$ cat config.mk
export PLATFORM = sky130hd
export DESIGN_NAME = instruction_encoder
export DESIGN_NICKNAME = d
export VERILOG_FILES = /design/src/rtl/instruction_encoder_pkg.sv /design/src/rtl/instruction_encoder_instr_pack.sv /design/src/rtl/instruction_encoder.sv
export SDC_FILE = /design/constraint.sdc
export NUM_CORES = 1
export LEC_CHECK = 0
export BUFFER_PORTS_ARGS = -buffer_cell sky130_fd_sc_hd__buf_2
export CORE_ASPECT_RATIO = 1.25
export CORE_MARGIN = 5
export CORE_UTILIZATION = 45
export DETAILED_ROUTE_END_ITERATION = 10
export MAX_ROUTING_LAYER = met4
export PLACE_DENSITY_LB_ADDON = 0.2
export SLEW_MARGIN = 40
export SYNTH_ARGS = -nofsm -noshare
export SYNTH_HDL_FRONTEND = slang
export SYNTH_SLANG_ARGS = --single-unit
$ cat constraint.sdc
create_clock -name clk -period 1.55 [get_ports clk]
set_clock_uncertainty 0.2 [all_clocks]
set_input_delay 0.155 -clock clk [delete_from_list [all_inputs] [get_ports clk]]
set_output_delay 0.155 -clock clk [all_outputs]
set_load 0.02 [all_outputs]
$ cat src/rtl/instruction_encoder_pkg.sv
// Shared instruction-word definitions: format codes, FSM states and field bit positions.
// The decoder imports the same package so both ends agree on where each field lives.
package instruction_encoder_pkg;

  typedef enum logic [1:0] {
    FMT_DK_K = 2'd0,
    FMT_DK_D = 2'd1,
    FMT_S_K  = 2'd2,
    FMT_S_D  = 2'd3
  } fmt_e;

  typedef enum logic [1:0] {
    ST_IDLE  = 2'd0,
    ST_RUN   = 2'd1,
    ST_FLUSH = 2'd2,
    ST_DONE  = 2'd3
  } state_e;

  localparam int WORD_W   = 16;
  localparam int OP_DK_HI = 15;
  localparam int OP_DK_LO = 8;
  localparam int OP_S_HI  = 15;
  localparam int OP_S_LO  = 12;
  localparam int S_HI     = 11;
  localparam int S_LO     = 8;
  localparam int ARP_BIT  = 7;
  localparam int D_HI     = 6;
  localparam int D_LO     = 0;
  localparam int K_HI     = 7;
  localparam int K_LO     = 0;

endpackage

$ cat src/rtl/instruction_encoder_instr_pack.sv
// Combinational packer: format code plus instruction fields -> one 16-bit instruction word.
// Fields that the selected format does not use never reach the output.
module instr_pack
  import instruction_encoder_pkg::*;
(
  input  logic [1:0]        fmt,
  input  logic [7:0]        op,
  input  logic [3:0]        s,
  input  logic [6:0]        d,
  input  logic              arp,
  input  logic [7:0]        k,
  output logic [WORD_W-1:0] word
);

  always_comb begin
    // NOTE: defaulting the output before the case keeps every path assigned, so no latch is inferred.
    word = '0;
    case (fmt_e'(fmt))
      FMT_DK_K: begin
        word[OP_DK_HI:OP_DK_LO] = op;
        word[K_HI:K_LO]         = k;
      end
      FMT_DK_D: begin
        word[OP_DK_HI:OP_DK_LO] = op;
        word[ARP_BIT]           = arp;
        word[D_HI:D_LO]         = d;
      end
      FMT_S_K: begin
        word[OP_S_HI:OP_S_LO] = op[7:4];
        word[S_HI:S_LO]       = s;
        word[K_HI:K_LO]       = k;
      end
      FMT_S_D: begin
        word[OP_S_HI:OP_S_LO] = op[7:4];
        word[S_HI:S_LO]       = s;
        word[ARP_BIT]         = arp;
        word[D_HI:D_LO]       = d;
      end
      default: word = '0;
    endcase
  end

endmodule

$ cat src/rtl/instruction_encoder.sv
// Burst instruction encoder: accepts field requests and writes packed words to program
// memory at consecutive, wrapping addresses, one registered write per accepted request.
module instruction_encoder
  import instruction_encoder_pkg::*;
#(
  parameter int ADDR_W = 10
) (
  input  logic              clk,
  input  logic              reset,
  input  logic              start,
  input  logic [ADDR_W-1:0] base_addr,
  input  logic [ADDR_W-1:0] length,
  input  logic              in_valid,
  output logic              in_ready,
  input  logic [1:0]        fmt,
  input  logic [7:0]        op,
  input  logic [3:0]        s,
  input  logic [6:0]        d,
  input  logic              arp,
  input  logic [7:0]        k,
  output logic              mem_we,
  output logic [ADDR_W-1:0] mem_addr,
  output logic [WORD_W-1:0] mem_wdata,
  output logic              busy,
  output logic              done,
  output logic              err_drop
);

  state_e              state;
  logic [ADDR_W-1:0]   addr;
  logic [ADDR_W-1:0]   remaining;
  logic [WORD_W-1:0]   word;
  logic                accept;

  instr_pack u_pack (
    .fmt  (fmt),
    .op   (op),
    .s    (s),
    .d    (d),
    .arp  (arp),
    .k    (k),
    .word (word)
  );

  assign in_ready = (state == ST_RUN);
  assign busy     = (state == ST_RUN) || (state == ST_FLUSH);
  assign accept   = in_valid && in_ready;

  always_ff @(posedge clk or posedge reset) begin
    // NOTE: the async reset clears every register, including the write register, so a pending write is dropped.
    if (reset) begin
      state     <= ST_IDLE;
      addr      <= '0;
      remaining <= '0;
      mem_we    <= 1'b0;
      mem_addr  <= '0;
      mem_wdata <= '0;
      done      <= 1'b0;
      err_drop  <= 1'b0;
    end else begin
      // NOTE: non-blocking assignments so every register samples pre-edge values.
      mem_we <= accept;
      done   <= 1'b0;

      if (accept) begin
        mem_addr  <= addr;
        mem_wdata <= word;
        addr      <= addr + ADDR_W'(1);
        remaining <= remaining - ADDR_W'(1);
      end

      case (state)
        ST_IDLE: begin
          if (start) begin
            err_drop  <= 1'b0;
            addr      <= base_addr;
            remaining <= length;
            if (length == '0) begin
              state <= ST_DONE;
              done  <= 1'b1;
            end else begin
              state <= ST_RUN;
            end
          end else if (in_valid) begin
            err_drop <= 1'b1;
          end
        end
        ST_RUN: begin
          // The accept that consumes the last word ends the burst; in_ready falls with it.
          if (accept && remaining == ADDR_W'(1)) state <= ST_FLUSH;
        end
        ST_FLUSH: begin
          state <= ST_DONE;
          done  <= 1'b1;
        end
        ST_DONE: state <= ST_IDLE;
        default: state <= ST_IDLE;
      endcase
    end
  end

endmodule

==> results by stage, run 1 <==
GRT:
- The number of global-route vias before repair is 2441.
- The maximum number of pins on one net before global-route repair is 27.
- Global routing used 19.6% of the available tracks across all layers.
- The number of antenna violations at the first check in global routing is 0.
- Summed over all layers, the global routing overflow is 0.
- The first-pass GRT wire length is 11.1 mm.

Timing:
- The worst pin sits at a relative slew slack of 71.0%.
- For the pin with the worst max-slew slack, the measured transition is 0.433 ns.
- Final hold analysis gives a worst-case slack of -0.0561 ns.
- Derived from the worst setup path, the maximum achievable clock frequency is 0.614 GHz.
- The final hold violation count is 4.
- Setup repair after global routing could not meet its margin everywhere.
- Counting I/O delays and the setup requirement, the final critical path takes 1.63 ns.
- Once routing completed, OpenROAD measured the worst setup slack at -0.0778 ns.
- The number of max-slew violations in the final report is 0.
- Summed over all failing endpoints, the final setup total negative slack is -0.449 ns.
- The final number of setup-violating endpoints is 12.
- The final critical-path share of the clock period is 105%.

Hold path:
- The worst hold path belongs to the class in -> reg.
- The worst hold path endpoint is mem_wdata[7].
- In this run the most critical hold path is launched from arp.
- The number of stages on the worst hold path is 3.

Floorplan:
- The die is 76.2 microns wide.
- 85 I/O pins were placed.
- Row generation in the floorplan step produced 30 rows.
- In this run the vertical extent of the chip is 92.7 microns.
- The region available for standard cell placement spans 5370 sq um.
- The die area is 7060 sq um.
- Once the floorplan was initialized, standard cells occupied 45.9% of the core.

Synthesis:
- When the netlist entered floorplanning its net count stood at 319.
- The number of instances in the synthesized netlist is 259.
- After synthesis the netlist holds a flip-flop and latch count of 51.
- For this run, the number of Yosys warnings is 0.
- In this run the cell area of the synthesized design comes to 2460 sq um.
- A synthesized cell averages 9.51 sq um.
- Sequential cells were found to cover 51.8% of the synthesized design area.
- The number of different library cells in the post-synthesis netlist is 38.

Pwr:
- The total power is 6.32 mW.
- The cell leakage power is 1.87 nW.
- The power density over the cells is 1680 nW/um^2.
- The worst IR drop on VDD is 1.35 mV.

Layout:
- The repair_antennas step left the layout with diodes totalling 0.
- The net count of the finished layout is 468.
- The most common cell after layout, fill and taps aside is sky130_fd_sc_hd__buf_2.
- The fraction of final layout cells sized beyond drive strength 1 is 32.8%.
- The area added between synthesis and finish is 52.5%.
- In the layout the commonest cells are sky130_fd_sc_hd__buf_2, sky130_fd_sc_hd__nand2_1, sky130_fd_sc_hd__dfrtp_1, sky130_fd_sc_hd__dlygate4sd3_1, sky130_fd_sc_hd__buf_4.

Place:
- The detailed placement HPWL is 4.35 mm.
- In this run the tool buffered the top-level ports with 84 buffer cells.
- Routability-driven placement finished with a final weighted congestion of 0.825.

Critical path:
- The delay of the slowest cell on the worst path is 0.45 ns.
- The worst setup path is of the reg -> reg kind.
- The data arrival at the endpoint of the critical path is 1.62 ns.
- The critical path capture point type is a flip-flop.
- In this run the critical register-to-register path is launched from state[0].
- The slowest stage of the critical path is the sky130_fd_sc_hd__dfrtp_1 cell.
- The biggest fanout along the worst timing path is 6.
- For the worst setup path, the data required time is 1.54 ns.
- The launching element type of the critical path is a flip-flop.
- The endpoint identified for the worst register-to-register timing path is remaining[3].
- Traced cell by cell, the critical path runs through ha_4 > and4bb_2 > and2b_1 > xnor2_1 > o21ai_1.
- The most critical setup path has its startpoint at state[0].
- For the worst flop-to-flop path, the logic depth is 5.
- The register-to-register path setup slack is -0.08 ns.

Detailed routing:
- The iteration-0 DRC count of the detailed router is 119.
- The routed layout has 2314 vias.
- Dividing the detail-routed wire length by the instance count gives 13.5 microns.
- The detail route stage leaves a number of antenna-violating nets equal to 0.
- In the routed design, unresolved DRC markers number 0.
- The first TritonRoute pass finished after 4 iterations.
- The via-per-instance ratio is 4.89.
- The final layout contains routed wiring with a total length of 6.37 mm.

CTS:
- The H-tree depth reported by CTS is 2.
- The clock sink count is 51.
- The number of buffers on the longest clock path is 2.
- The worst-skew pair later-pin latency is 0.30 ns.
- The post-CTS clock slew at the launch and capture registers of the worst setup and hold paths is 0.09 ns.
- CTS placed an instance of sky130_fd_sc_hd__clkbuf_8 at the clock tree root.
- TritonCTS built the clock tree.
- In this run, CTS created clock tree buffers numbering 5.

Status:
- The run finished, with violations left.
- The checks that failed: negative hold slack, negative setup slack.

Run:
- The max-cap violation count is 0.
-- cell families (layout without fill, tap and decap cells) --
| group | after synthesis | count (layout) | synth area share, % |
|---|---|---|---|
| simple gates | 110 | 110 | 20.2 |
| xor+xnor | 18 | 18 | 6.40 |
| flops | 51 | 51 | 51.8 |
| buf+inv | 21 | 171 | 3.86 |
| mux | 13 | 13 | 5.28 |
| fa+ha+maj | 6 | 6 | 3.05 |
| compound gates | 40 | 40 | 9.35 |
-- power breakdown --
part	leakage (nW)	switching, mW	internal [mW]
combinational	1.19	1.73	1.44
sequential	0.637	0.447	1.95
clock	0.0402	0.438	0.315
-- sequential cells by signal, summed over array words and instances (netlist names) --
name / cells
mem_wdata: 16
addr: 10
mem_addr: 10
remaining: 10
state: 2
done: 1
err_drop: 1
mem_we: 1
-- metal layers --
metal / part of all wire (%) / track usage (%)
met1: 40 / 21.3
met4: 1.3 / 5.54
met5: 0 / -
met2: 54 / 36.0
met3: 4.6 / 4.09
-- worst max-delay path by stage --
| stage | end | cells after the start |
|---|---|---|
| CTS | remaining[9] | 6 |
| detailed placement | remaining[8] | 7 |
| global placement | remaining[7] | 6 |
| finish | remaining[3] | 5 |
| floorplan | remaining[0] | 7 |
| global route | remaining[5] | 6 |
-- worst max-delay path: cells and delay by family (launching register included) --
kind	cells	cell delay, ns
AO/OA/AOI/OAI	1	0.07
XOR/XNOR	1	0.17
adder cells (fa/ha/maj)	1	0.21
flip-flops	1	0.45
AND/OR/NAND/NOR	2	0.42
-- stage by stage --
stage	hold slack (ns)	setup slack, ns	area [sq um]	cells	util, %
2_1_floorplan	0.00372	0.0163	2480	259	-
3_3_place_gp	-0.0139	-0.0193	3070	410	57.3
3_5_place_dp	-0.00809	-0.100	3070	410	57.3
4_1_cts	0.000821	-0.0535	3740	474	69.6
5_1_grt	0.00667	-0.150	3760	473	70.0
6_report	-0.0561	-0.0778	3760	473	70.0
-- Yosys cell counts, drive strengths merged --
cell / instances / area share, %
and2: 2 / 0.51
a21oi: 3 / 0.76
and2b: 1 / 0.30
o21ai: 32 / 6.5
nor3: 1 / 0.41
nor2: 7 / 1.2
nand3b: 1 / 0.30
and3: 1 / 0.25
mux2i: 13 / 5.3
xor2: 14 / 5.0
and4: 2 / 0.81
and3b: 1 / 0.36
o32a: 1 / 0.41
nor2b: 1 / 0.25
clkbuf: 6 / 1.0
nand4: 6 / 1.5
a41o: 1 / 0.41
inv: 8 / 1.2
buf: 7 / 1.6
nor4: 3 / 0.76
nand2: 77 / 12
and4bb: 1 / 0.51
ha: 6 / 3.0
xnor2: 4 / 1.4
o22ai: 1 / 0.25
nand3: 6 / 1.2
a41oi: 2 / 1.0
dfrtp: 51 / 52
-- timing repair --
action                                  4_1_cts  5_1_grt
hold buffers                                 49        0
endpoints found under the hold margin        89        0
endpoints found under the setup margin       37       40
resized for setup                             9       15
pin swaps                                     6        3
cloned                                        0        0
buffers inserted                              7        1
-- cell type report --
class	count	area, sq um
timing repair buffer	155	1130
clock inverter	3	20.0
sequential	51	1280
clock buffer	5	68.8
inverter	8	38.8
tap	64	80.1
multi-input combinational	187	1140
fill	406	1610
(Power assumes the default switching activity.)
==> run 2: changes to the inputs <==
--- a/config.mk
+++ b/config.mk
@@ -9,6 +9,7 @@
 export CORE_ASPECT_RATIO = 1.25
 export CORE_MARGIN = 5
 export CORE_UTILIZATION = 45
+export CTS_BUF_LIST = sky130_fd_sc_hd__clkbuf_16
 export DETAILED_ROUTE_END_ITERATION = 10
 export MAX_ROUTING_LAYER = met4
 export PLACE_DENSITY_LB_ADDON = 0.2
==> constraint.sdc (replaced) <==
create_clock -name clk -period 1.55 [get_ports clk]
set_clock_uncertainty 0.2 [all_clocks]
set_input_delay 0.31 -clock clk [delete_from_list [all_inputs] [get_ports clk]]
set_output_delay 0.31 -clock clk [all_outputs]
set_load 0.02 [all_outputs]
==> run 2 against run 1 <==
The run ends with negative setup slack left. Worst hold slack improved by 0.071 ns. Setup slack worse by 0.037 ns. Clock-buffer cell count unchanged. Utilization decreased by 6.6 points. Non-clock buffer count decreased by 43. Critical path type unchanged. Largest cell class unchanged.
==> results by stage, run 2 (synthesis gave the netlist of run 1 again) <==
Status:
- The run finished, with violations left.
- The final reports fail on negative setup slack.

Detailed routing:
- The detailed-route wire length on metal 1 is 2.48 mm.
- The number of routed nets with antenna violations is 0.
- Wires add up to 6.05 mm.
- The met3 routed wirelength is 325 microns.
- The iteration-0 DRC count of the detailed router is 140.
- Dividing the detail-routed via count by the number of cells gives 4.99.
- The met2 wire length is 3.20 mm.
- The iteration count of the initial detailed-routing pass is 4.
- Summing over every cut layer, the via total after detailed routing is 2144.
- The highest layer touched by signal routing is met4.
- The post-route DRC violation count is 0.
- The routed wire length per instance is 14.1 microns.

Timing:
- For the pin with the worst max-slew slack, the measured transition is 0.406 ns.
- Derived from the worst setup path, the maximum achievable clock frequency is 0.601 GHz.
- The worst relative slew slack is 72.7%.
- The shortest period the worst path allows is 1.66 ns.
- The number of max-slew violations in the final report was 0.
- On the final layout, the worst hold slack is 0.0150 ns.
- Setup repair after global routing could not meet its margin everywhere.
- The minimum setup slack in the final design is -0.115 ns.
- The final critical-path share of the clock period is 107%.
- The final hold violation count is 0.
- Setup violations remaining at the end of the flow were counted as 18.

Hold path:
- The path class of the lowest-slack min-delay path is in -> reg.

Run:
- Across the run, the number of max-cap violations was 0.

Place:
- The post-place instance area is 3080 sq um.
- The port buffer count is 84.
- The detailed placement HPWL is 4.41 mm.
- At the end of routability-driven placement, the weighted congestion stood at 0.828.
- The instance count after placement with tap cells included is 413.
- The pre-CTS setup slack is -0.129 ns.

Critical path:
- By startpoint and endpoint, the worst setup path is classified as reg -> reg.
- The worst setup path is captured at a flip-flop.
- The biggest fanout along the worst timing path is 6.
- Traced cell by cell, the critical path runs through inv_2 > ha_4 > and4_4 > nand4_1 > xor2_1 > o21ai_1.
- The delay of the slowest cell on the worst path is 0.40 ns.
- The required time of the critical path is 1.52 ns.
- On the critical path, the stage with the largest delay is an instance of sky130_fd_sc_hd__dfrtp_1.
- The worst setup path is launched from a flip-flop.
- The data arrival at the endpoint of the critical path is 1.64 ns.

Pwr:
- Dividing total power by cell area gives a power density of 2010 nW/um^2.
- The worst IR drop on VDD is 0.997 mV.
- The cell leakage power is 1.74 nW.

Layout:
- The repair_antennas step left the layout with diodes totalling 0.
- Leaving out fill and tap cells, the most frequent cells in the layout are sky130_fd_sc_hd__buf_2, sky130_fd_sc_hd__nand2_1, sky130_fd_sc_hd__dfrtp_1, sky130_fd_sc_hd__buf_4.
- The fraction of final layout cells sized beyond drive strength 1 is 37.4%.
- Measured on the finished design, the core utilization comes to 63.3%.
- The non-filler instance count after layout is 430.
- With fillers left out, the area of the finished cells amounts to 3400 sq um.
- The register with the most flip-flops in the layout has 16 of them.
- Leaving out fill and tap cells, the most frequent cell in the layout is sky130_fd_sc_hd__buf_2.
- The number of nets in the layout is 425.
- The register with the most flip-flops is mem_wdata.
- Compared with the post-synthesis result, the final layout area differs by 38.1%.

Floorplan:
- The number of primary I/O pins is 85.
- The core region is 5370 sq um.
- The die area is 7060 sq um.
- The width of the die is 76.2 microns.
- The floorplan has 30 rows.
- The initial utilization of the core area, before any placement, comes to 45.9%.
- The height of the chip is 92.7 microns.

GRT:
- The first global-routing pass estimated 9.97 mm of wire.
- The number of global-route vias before repair is 2190.
- The overall overflow remaining after global route is 0.
- The global router's overall resource usage is 17.7%.
- The number of antenna violations at the first check in global routing was 0.
- Entering global routing, the biggest net connects 52 pins.

CTS:
- The H-tree was split into 2 levels.
- The clock passes through at most 2 buffers.
- The post-CTS clock slew at the launch and capture registers of the worst setup and hold paths is 0.06 ns.
- TritonCTS built the clock tree.
- Buffers inserted during clock tree synthesis total 5.
- The tree is rooted in a sky130_fd_sc_hd__clkbuf_16.
- The worst-skew pair later-pin latency is 0.28 ns.
- The clock sink count is 51.
==> run 2: cell types whose count changed in the layout (fill, tap and decap cells not counted), moves of 3 or more <==
cell                            before  now
sky130_fd_sc_hd__clkbuf_8            5    0
sky130_fd_sc_hd__buf_4              18   21
sky130_fd_sc_hd__dlygate4sd3_1      47    1
sky130_fd_sc_hd__clkbuf_16           0    6
==> run 2: power breakdown <==
part / internal (mW) / switching [mW] / leakage, nW
Combinational: 1.43 / 1.77 / 1.02
Sequential: 1.95 / 0.437 / 0.637
Clock: 0.753 / 0.468 / 0.0812
==> run 2: through the flow <==
stage                     power, mW  TNS [ns]
after detailed placement       5.29    -0.913
after CTS                      6.70     -1.17
after global routing           7.32     -3.37
after floorplan                4.23         0
final                          6.82     -1.11
after global placement         5.18   -0.0486
==> run 2: repair_timing <==
item | 4_1_cts | 5_1_grt
setup endpoints to repair | 36 | 37
resized for setup | 14 | 12
cloned | 0 | 1
pin swaps | 1 | 5
hold buffers | 1 | 0
setup buffers | 3 | 4
endpoints found under the hold margin | 51 | 0
==> run 2: metal layers <==
metal	up-vias	track usage, %
met5	-	-
met4	0	4.81
met2	59	31.4
met1	1001	20.0
li1	1080	-
met3	4	4.09
==> run 2: layout make-up <==
type	count	area [sq um]
Fill cell	486	1970
Sequential cell	51	1280
Multi-Input combinational cell	187	1140
Timing Repair Buffer	112	699
Clock buffer	5	125
Tap cell	64	80.1
Inverter	8	41.3
Clock inverter	3	38.8
==> run 2: worst paths after layout <==
path	slack (ns)	depth (start not counted)	startpoint	to
setup / recovery	-0.11	6	state[1]	addr[9]
hold / removal	0.02	3	op[7]	mem_wdata[15]
setup reg to reg	-0.11	6	state[1]	addr[9]
hold reg to reg	0.27	2	mem_addr[7]	mem_addr[7]
max in group asynchronous	0.47	4	reset	addr[2]
min in group asynchronous	0.44	4	reset	mem_wdata[8]
==> run 2: worst max-delay path, delay by kind of cell, from the launching register on <==
kind | cells | cell delay, ns
flops | 1 | 0.40
simple gates | 2 | 0.40
fa+ha+maj | 1 | 0.19
xor+xnor | 1 | 0.18
buf+inv | 1 | 0.12
compound gates | 1 | 0.07
==> run 3: changes to the inputs <==
--- a/config.mk
+++ b/config.mk
@@ -12,7 +12,8 @@
 export CTS_BUF_LIST = sky130_fd_sc_hd__clkbuf_16
 export DETAILED_ROUTE_END_ITERATION = 10
 export MAX_ROUTING_LAYER = met4
-export PLACE_DENSITY_LB_ADDON = 0.2
+export PLACE_DENSITY_LB_ADDON = 0.1
+export RECOVER_POWER = 100
 export SLEW_MARGIN = 40
 export SYNTH_ARGS = -nofsm -noshare
 export SYNTH_HDL_FRONTEND = slang
==> run 3 against run 2 <==
The flow still finishes with violations (negative setup slack). Worst hold slack got worse by 0.0039 ns. Sequential power barely moved. Flip-flop and latch count did not move. Critical endpoint is now remaining[1]. Critical path type unchanged. Final cell count down 1.4%. Total power down 1.8%. Global-route usage down 0.98 points. Via count is 2.3% lower. Fmax decreased by 0.49%. Combinational power fell by 9.0%. Sequential share of layout area rose by 0.95 points.
==> results by stage, run 3 (synthesis gave the netlist of run 1 again) <==
Status:
- The flow ran to the end, but the final reports show violations.
- The final reports fail on negative setup slack.

CTS:
- The post-CTS clock slew at the launch and capture registers of the worst setup and hold paths is 0.06 ns.
- The clock drives 51 sinks.
- The worst-skew pair later-pin latency is 0.28 ns.
- The TritonCTS clock tree is built.
- The clock passes through at most 2 buffers.
- The clock root buffer master is sky130_fd_sc_hd__clkbuf_16.
- The number of clock buffers inserted by TritonCTS is 5.
- The H-tree depth reported by CTS is 2.

Timing:
- The transition time at the pin with the least slew margin is 0.442 ns.
- Once routing completed, OpenROAD measured the worst setup slack at -0.123 ns.
- The achievable clock frequency is 0.598 GHz.
- Headroom to the max-slew limit came out at 70.6%.
- The shortest period the worst path allows is 1.67 ns.
- The final hold violation count came to 0.
- The number of max-slew violations in the final report was 0.
- The final number of setup-violating endpoints is 42.
- Final hold analysis gives a worst-case slack of 0.0111 ns.
- After layout, the worst path uses 108% of the clock period.
- Setup repair after global routing could not meet its margin everywhere.
- After routing, the total negative slack on setup checks comes to -1.58 ns.

Detailed routing:
- In the routed layout, each cell is associated on average with a via count of 4.94.
- The count of nets left with antenna violations once routing finished came out at 0.
- The iteration-0 DRC count of the detailed router is 83.
- The via total after detailed routing is 2095.
- The post-route DRC violation count is 0.
- Summed over all layers, the routed wires come to 5.69 mm.
- After detailed routing, the average wire length per cell comes to 13.4 microns.
- The iteration count of the initial detailed-routing pass is 4.

GRT:
- Entering global routing, the biggest net connects 31 pins.
- The number of global-route vias before repair came to 2069.
- The number of antenna violations at the first check in global routing is 0.
- The first-pass GRT wire length is 9.39 mm.
- The overall overflow remaining after global route is 0.
- Global routing consumed, over all layers together, 16.7% of the routing resources.

Critical path:
- The critical path capture point type is a flip-flop.
- The launching element type of the critical path is a flip-flop.
- The required time of the critical path is 1.52 ns.
- The data arrival at the endpoint of the critical path is 1.64 ns.
- The biggest fanout along the worst timing path is 26.
- The type of the worst setup path is reg -> reg.

Pwr:
- Summed over all cells, the static leakage comes to 1.60 nW.
- The total power is 6.70 mW.
- IR analysis of the VDD net gives a maximum drop of 1.44 mV.
- The power density over the cells is 2020 nW/um^2.

Floorplan:
- From bottom edge to top edge, the die measures 92.7 microns.
- The core box area is 5370 sq um.
- For this configuration, the core starts out at a cell density of 45.9%.
- The site row count is 30.
- Pin placement for this block handled 85 I/O pins.
- From left edge to right edge, the die measures 76.2 microns.
- The die covers 7060 sq um.

Layout:
- In the layout the commonest cells are sky130_fd_sc_hd__nand2_1, sky130_fd_sc_hd__buf_2, sky130_fd_sc_hd__dfrtp_1, sky130_fd_sc_hd__clkbuf_1, sky130_fd_sc_hd__o21ai_1.
- The diode insertion count for antenna repair is 0.
- In the final layout, the share of cells above drive strength 1 is 28.3%.
- With fillers left out, the area of the finished cells amounts to 3320 sq um.
- The most common cell after layout, fill and taps aside is sky130_fd_sc_hd__nand2_1.
- The non-filler instance count after layout is 424.
- More flip-flops sit in one register than any other, and that register is mem_wdata.
- The register with the most flip-flops in the layout has 16 of them.
- Fill cells in the final layout number 484.
- For this run, the post-layout net count is 419.
- The area added between synthesis and finish is 34.7%.

Run:
- The max-cap violation count is 0.

Place:
- The post-place instance area is 3100 sq um.
- The instance count after placement with tap cells included is 412.
- The port buffer count is 84.
- At the end of routability-driven placement, the weighted congestion stood at 0.857.
- Summed over all nets, the half-perimeter wirelength after detailed placement is 4.23 mm.

Hold path:
- The min-delay analysis places its worst path in the category in -> reg.
[run 3: cell count changes in the layout (fill, tap and decap cells not counted), moves of 2 or more]
cell,change
sky130_fd_sc_hd__nand2_2,+2
sky130_fd_sc_hd__clkbuf_1,+29
sky130_fd_sc_hd__buf_4,-8
sky130_fd_sc_hd__buf_2,-29
sky130_fd_sc_hd__clkbuf_2,+2
[run 3: repair_timing]
item                                    CTS  global route
gates resized for setup                  15            12
buffers inserted                          2             0
cloned                                    1             0
hold buffers                              1             0
endpoints found under the setup margin   22            48
pin swaps                                 3             4
hold endpoints to repair                 51             0
[run 3: critical path, cell delays in order (launching register included)]
cell and delay [ns]:
sky130_fd_sc_hd__dfrtp_1 0.39, sky130_fd_sc_hd__inv_2 0.11, sky130_fd_sc_hd__ha_4 0.19, sky130_fd_sc_hd__nand2_2 0.13, sky130_fd_sc_hd__buf_4 0.18, sky130_fd_sc_hd__buf_12 0.15
sky130_fd_sc_hd__a21oi_1 0.14, sky130_fd_sc_hd__o21ai_0 0.08
[run 3: worst paths after layout]
kind	from	to	slack, ns	cells after the start
min reg2reg	mem_addr[7]	mem_addr[7]	0.27	2
max reg2reg	state[1]	remaining[1]	-0.12	7
max	state[1]	remaining[1]	-0.12	7
min	op[5]	mem_wdata[13]	0.01	3
max in group asynchronous	reset	addr[5]	0.20	4
min in group asynchronous	reset	mem_wdata[3]	0.27	3
[run 3: per-layer routing]
metal / global-route usage (%) / share of wire, % / vias up
met5: - / 0 / -
met4: 5.25 / 1.6 / 0
met3: 4.18 / 5.5 / 9
met2: 28.1 / 50 / 58
met1: 19.7 / 42 / 961
li1: - / - / 1067
[run 3: power by group]
group          internal (mW)  total, mW  switching [mW]
Sequential              1.95       2.40           0.448
Clock                  0.918       1.37           0.454
Combinational           1.20       2.92            1.72
[run 3: layout make-up]
class / instances / area [sq um] / share of cell area, %
well taps: 64 / 80.1 / 2.42
clock inverters: 3 / 63.8 / 1.92
inverters: 8 / 36.3 / 1.09
repair buffers: 105 / 584 / 17.6
clock buffers: 5 / 125 / 3.77
multi-input cells: 187 / 1140 / 34.5
flip-flops and latches: 51 / 1280 / 38.5
repair inverters: 1 / 6.26 / 0.189
[run 3: per-stage QoR]
stage	utilization [%]	worst slack, ns
after global routing	61.8	-0.212
after CTS	62.5	-0.111
final	61.8	-0.123
after detailed placement	57.8	-0.0751
after floorplan	-	0.0163
after global placement	57.8	-0.0479
